==> config.mk <==
export PLATFORM = sky130hd
export DESIGN_NAME = inj_sched
export DESIGN_NICKNAME = d
export VERILOG_FILES = /design/src/rtl/inj_sched.sv
export SDC_FILE = /design/constraint.sdc
export NUM_CORES = 1
export LEC_CHECK = 0
export ABC_AREA = 1
export CAP_MARGIN = 20
export CORE_ASPECT_RATIO = 0.75
export CORE_UTILIZATION = 54
export DETAILED_ROUTE_END_ITERATION = 16
export GPL_TIMING_DRIVEN = 0
export PLACE_DENSITY = 0.82
export SYNTH_ARGS = -nofsm -noshare
export SYNTH_HDL_FRONTEND = slang
export SYNTH_SLANG_ARGS = --single-unit
==> constraint.sdc <==
create_clock -name clk -period 3.2 [get_ports clk]
set_input_delay 0.64 -clock clk [delete_from_list [all_inputs] [get_ports clk]]
set_output_delay 0.64 -clock clk [all_outputs]
set_load 0.01 [all_outputs]
==> src/rtl/inj_sched.sv <==
// inj_sched: round-robin injection scheduler that sequences N source ROMs onto one 20-bit link via a skid FIFO.
// Optional per-source push counters (src_flit_cnt) are built when INJ_SCHED_SRC_STATS_EN is defined.
module inj_sched #(
  parameter int N          = 4,
  parameter int QUANTUM    = 8,
  parameter int IDLE_LIMIT = 3,
  parameter int FIFO_DEPTH = 4
) (
  input  logic            clk,
  input  logic            rst,
  input  logic            start,
  input  logic [N*20-1:0] src_data,
  input  logic [N-1:0]    src_valid,
  output logic [N-1:0]    src_en,
  output logic [19:0]     link_data,
  output logic            link_valid,
  input  logic            link_ready,
  output logic            busy,
  output logic            all_done,
  output logic [15:0]     flit_count
`ifdef INJ_SCHED_SRC_STATS_EN
  ,
  output logic [N*8-1:0]  src_flit_cnt
`endif
);

  localparam int IW = (N > 1) ? $clog2(N) : 1;
  localparam int AW = (FIFO_DEPTH > 1) ? $clog2(FIFO_DEPTH) : 1;
  localparam int CW = AW + 1;
  localparam logic [7:0]    QuotaInit = 8'(QUANTUM);
  localparam logic [4:0]    SilentMax = 5'(IDLE_LIMIT);
  localparam logic [CW:0]   DepthCmp  = (CW+1)'(FIFO_DEPTH);
  localparam logic [IW-1:0] LastIdx   = IW'(N-1);

  typedef enum logic [2:0] {IDLE, SELECT, GRANT, DRAIN, DONE} state_e;

  state_e        state_q;
  logic [N-1:0]  live_q;
  logic [N-1:0]  inflight_q;
  logic [IW-1:0] ptr_q;
  logic [IW-1:0] gnt_q;
  logic [7:0]    quota_q;
  logic [3:0]    silent_q;
  logic [3:0]    silent_d;
  logic [19:0]   mem_q [FIFO_DEPTH];
  logic [AW-1:0] wptr_q;
  logic [AW-1:0] rptr_q;
  logic [CW-1:0] count_q;
  logic [15:0]   flit_count_q;

  logic          idle_like;
  logic          start_acc;
  logic          prev_en;
  logic          push;
  logic          pop;
  logic          exhaust;
  logic          grant_ok;
  logic          sel_found;
  logic [IW-1:0] sel_idx;
  logic [CW:0]   occupancy;
  logic [19:0]   gnt_data;

  // Round-robin search: first live source at or after ptr, wrapping modulo N.
  function automatic logic [IW:0] pick_next(input logic [N-1:0] live, input logic [IW-1:0] ptr);
    logic [IW:0] res;
    int          idx;
    res = '0;
    for (int k = N - 1; k >= 0; k--) begin
      idx = (int'(ptr) + k) % N;
      if (live[idx]) res = {1'b1, IW'(idx)};
    end
    return res;
  endfunction

  assign {sel_found, sel_idx} = pick_next(live_q, ptr_q);

  assign idle_like = (state_q == IDLE) || (state_q == DONE);
  assign start_acc = start && idle_like;
  assign prev_en   = inflight_q[gnt_q];
  assign gnt_data  = src_data[int'(gnt_q)*20 +: 20];
  assign push      = prev_en && src_valid[gnt_q];
  assign pop       = (count_q != '0) && link_ready;

  // An enable is only issued when the FIFO can still absorb it plus any word already in flight.
  assign occupancy = {1'b0, count_q} + {{CW{1'b0}}, |inflight_q};
  assign grant_ok  = (state_q == GRANT) && (occupancy < DepthCmp);

  always_comb begin
    src_en = '0;
    if (grant_ok) src_en[gnt_q] = 1'b1;
  end

  always_comb begin
    silent_d = silent_q;
    exhaust  = 1'b0;
    if (push) begin
      silent_d = '0;
    end else if (prev_en) begin
      if (silent_q != 4'hF) silent_d = silent_q + 4'd1;
      exhaust = ({1'b0, silent_q} + 5'd1) >= SilentMax;
    end
  end

  always_ff @(posedge clk or negedge rst) begin
    if (!rst) begin
      state_q    <= IDLE;
      live_q     <= '0;
      ptr_q      <= '0;
      gnt_q      <= '0;
      quota_q    <= '0;
      silent_q   <= '0;
      inflight_q <= '0;
    end else begin
      inflight_q <= src_en;
      case (state_q)
        IDLE, DONE: begin
          if (start) begin
            live_q  <= '1;
            ptr_q   <= '0;
            state_q <= SELECT;
          end
        end
        SELECT: begin
          if (!sel_found) begin
            state_q <= DONE;
          end else begin
            gnt_q    <= sel_idx;
            quota_q  <= QuotaInit;
            silent_q <= '0;
            state_q  <= GRANT;
          end
        end
        GRANT: begin
          silent_q <= silent_d;
          if (grant_ok) quota_q <= quota_q - 8'd1;
          if (exhaust) live_q[gnt_q] <= 1'b0;
          if (exhaust || (grant_ok && quota_q == 8'd1)) state_q <= DRAIN;
        end
        DRAIN: begin
          // The final enable of the grant still lands here, so it can also retire the source.
          silent_q <= silent_d;
          if (exhaust) live_q[gnt_q] <= 1'b0;
          ptr_q   <= (gnt_q == LastIdx) ? '0 : gnt_q + IW'(1);
          state_q <= SELECT;
        end
        default: state_q <= IDLE;
      endcase
    end
  end

  always_ff @(posedge clk or negedge rst) begin
    if (!rst) begin
      wptr_q       <= '0;
      rptr_q       <= '0;
      count_q      <= '0;
      flit_count_q <= '0;
      for (int i = 0; i < FIFO_DEPTH; i++) mem_q[i] <= '0;
    end else begin
      if (push) begin
        mem_q[wptr_q] <= gnt_data;
        wptr_q        <= wptr_q + AW'(1);
      end
      if (pop) rptr_q <= rptr_q + AW'(1);
      case ({push, pop})
        2'b10:   count_q <= count_q + CW'(1);
        2'b01:   count_q <= count_q - CW'(1);
        default: ;
      endcase
      if (start_acc) flit_count_q <= '0;
      else if (pop && flit_count_q != 16'hFFFF) flit_count_q <= flit_count_q + 16'd1;
    end
  end

  assign link_data  = mem_q[rptr_q];
  assign link_valid = (count_q != '0);
  assign flit_count = flit_count_q;
  assign busy       = !idle_like || (count_q != '0);
  assign all_done   = (state_q == DONE) && (count_q == '0);

`ifdef INJ_SCHED_SRC_STATS_EN
  logic [7:0] stat_q [N];

  always_ff @(posedge clk or negedge rst) begin
    if (!rst) begin
      for (int i = 0; i < N; i++) stat_q[i] <= '0;
    end else begin
      for (int i = 0; i < N; i++) begin
        if (start_acc) stat_q[i] <= '0;
        else if (push && gnt_q == IW'(i) && stat_q[i] != 8'hFF) stat_q[i] <= stat_q[i] + 8'd1;
      end
    end
  end

  always_comb begin
    src_flit_cnt = '0;
    for (int i = 0; i < N; i++) src_flit_cnt[i*8 +: 8] = stat_q[i];
  end
`endif

endmodule

==> metrics <==
Iter 0 DRT Violations=620; leading register cell type out of synthesis=dfrtp_1; DIE AREA=14,200 um^2; die width=137 um; via count=7,662; insertion delay to the later sink of the worst-skew pair=0.42 ns; worst stage delay on the critical path=0.62 ns; hold_buf cts=0; pwr dens=932 nW/um^2; row count=36; pre-CTS WS=0.176 ns; Worst setup EP type=output pin; Initial Utilization=56.2%; cell-by-cell trace of the critical path=inv_1 -> clkbuf_1 -> o21ai_0 -> o22ai_1 -> clkdlybuf4s50_1; type of the tightest min-delay check=input pin to asynchronous set/reset pin; Post-Synth XOR/XNOR Area=2.48%; vias in the first global route=7,396; yosys warns=0; WL per Instance=17.3 um; Comb pwr share=48.9%; Leakage Power=4.61 nW; Clock Tree Buf Depth=2; Worst VDD drop=0.612 mV; Post-Syn Area=7420 um^2; PortBufs=130; most common cell after layout, fill and taps aside=nand2_1; Synth Area in Adders=2.63%; sw power=3.90 mW; die height=104 um; most frequent cells in the layout=nand2_1 (292), dfrtp_1 (130), o21ai_0 (128), clkdlybuf4s50_1 (128), nor2_1 (121); final WL=23,100 um; CP Class=register to output pin; Net Sw Frac=43.9%; number of max-cap violations=0; CTS Buf Count=17; CP max FO=10; final worst setup slack=0.0318 ns; internal power=4.98 mW; Final ANT Viol Nets=0; all-layer global routing usage=33.9%; nature of the critical path startpoint=register; unrepaired setup endpoints after global routing=yes; Worst-Margin Slew=0.672 ns; relative slew slack=55.2%; GR Overflow Total=0; status=finished, final reports clean; diode count=0; CTS root buf=clkbuf_16; clk_skew=0.0100 ns; Non-Filler Instances=1,339; Post-Place Cells=1,311; Residual DRC=0; synthesized flop and latch total=130; syn_nets=1,112; Max Fclk=316 MHz; sequential area share after synthesis=43.8%; top cell type's share of synthesized area=43.8%; Cell variety after synth=32; fin crit share=99.0%; top cells by area, synth=dfrtp_1 (44%), nand2_1 (15%), o21ai_0 (8.6%); async set-reset flop share out of synthesis=100%; setup TNS=0 ns; cell count after synthesis=1,009; Worst path slowest cell=clkdlybuf4s50_1; Placer Congestion=0.962; Period minus WS final=3.17 ns; EDFF count, synth=0; clock share of power=21.0%; pin count of the biggest net entering global routing=70; First-pass DRT Iterations=6; initial antenna violation count=0; Top Ports=131; first-pass GRT wire length=37,000 um; Flop pwr share=30.1%; Final Setup Violations=0; WP data required=2.56 ns; TritonCTS clock tree=built; Area Growth Syn to Fin=28.4%; worst path bufs/invs=3; largest family of logic cells by synthesized area=simple AND/OR/NAND/NOR gates; CTS Sinks=130; Synth Area in Compound Gates=15.9%; post-synth top area cell=dfrtp_1; Core ar.=13,200 um^2; cell family with most CP delay=buffers and inverters; simple-gate area share of the yosys netlist=28.0%; final hold violations=0; mux cell area share after synthesis=0%; Clock H-tree levels=4; Worst-path clk slew=0.06 ns; Vias per Instance=5.72; share of layout cells above drive strength 1=6.76%; NumNets Final=1,260; Detailed Place HPWL=16,100 um; critical path arrival=2.53 ns; Syn Area/Cell=7.35 um^2; Worst Hold Slack=0.233 ns; Slew Limit Fails=0
==> stage by stage <==
stage          utilization, %  instance area (um^2)  total power [mW]
2_1_floorplan               -                  7420              5.21
3_3_place_gp             67.7                  8930              6.77
3_5_place_dp             67.9                  8960              6.90
4_1_cts                  72.0                  9510              8.79
5_1_grt                  72.2                  9530              9.41
6_report                 72.2                  9530              8.88
==> layer usage <==
metal  track usage (%)  part of all wire, %  vias to the layer above  wire [um]
met4              13.0                  2.3                        0        531
li1                  -                    -                     3616          -
met1              45.2                   42                     3645       9660
met2              53.2                   47                      357      10800
met5                 0                    0                        -          0
met3              8.03                  9.3                       44       2160
==> final cells by class <==
class	count	area, um^2
plain buffers	56	315
repair buffers	131	1330
well taps	171	214
fillers	1091	3670
flip-flops and latches	130	3250
clock buffers	18	429
clock inverters	12	119
multi-input cells	764	3650
inverters	57	218
==> state kept, by name, summed over array words and instances, names as in the netlist <==
register / cells
ptr_q: 2
quota_q: 8
state_q: 3
live_q: 4
gnt_q: 2
count_q: 3
inflight_q: 4
mem_q: 80
silent_q: 4
rptr_q: 2
flit_count: 16
wptr_q: 2
==> power groups by stage <==
stage | Sequential (mW) | Combinational (mW) | Clock (mW)
detailed placement | 2.66 | 4.25 | 0
floorplan | 2.55 | 2.66 | 0
CTS | 2.65 | 4.27 | 1.86
global placement | 2.64 | 4.13 | 0
global route | 2.73 | 4.74 | 1.93
finish | 2.67 | 4.34 | 1.87
==> logic make-up (layout without fill, tap and decap cells) <==
group	after synthesis	in the layout
AO/OA/AOI/OAI	223	223
XOR/XNOR	21	21
adder cells (fa/ha/maj)	15	15
buffers and inverters	115	274
flip-flops	130	130
AND/OR/NAND/NOR	505	505
==> Yosys cell counts (2+ instances only) <==
library cell	instances
clkbuf_1	36
buf_6	12
inv_1	53
xnor2_1	4
o22ai_1	40
and2_1	3
nand3_2	2
nand2_1	293
nand3_1	47
buf_2	9
inv_2	3
o21ai_1	51
nand2_2	7
dfrtp_1	130
nor2_1	125
nor3_1	9
nor2_2	2
o21ai_0	128
ha_1	14
nand4_1	13
xor2_1	17
==> path summary, 6_finish.rpt <==
path / from / endpoint / slack [ns] / cells past startpoint
worst max-delay path: rptr_q[1]$_DFFE_PN0P_ / link_data[0] / 0.03 / 5
worst min-delay path: rst / mem_q[13]$_DFFE_PN0P_ / 0.23 / 1
worst max register to register: gnt_q[1]$_DFFE_PN0P_ / count_q[2]$_DFFE_PN0P_ / 0.23 / 12
worst min register to register: mem_q[50]$_DFFE_PN0P_ / mem_q[50]$_DFFE_PN0P_ / 0.47 / 2
max in group asynchronous: rst / inflight_q[2]$_DFF_PN0_ / 2.22 / 2
min in group clk: mem_q[50]$_DFFE_PN0P_ / mem_q[50]$_DFFE_PN0P_ / 0.47 / 2
==> worst reg2reg max path: cells and delay by family, from the launching register on <==
kind | cells | cell delay (ns)
adder cells (fa/ha/maj) | 2 | 0.53
XOR/XNOR | 1 | 0.15
AND/OR/NAND/NOR | 3 | 0.40
flip-flops | 1 | 0.61
AO/OA/AOI/OAI | 2 | 0.26
buffers and inverters | 4 | 0.91
==> what timing repair did <==
action	4_1_cts	5_1_grt
pin swaps	0	1
gates resized for setup	1	11
endpoints found under the hold margin	0	0
setup buffers	0	0
endpoints found under the setup margin	4	5
Power figures use the tool's default switching activity.
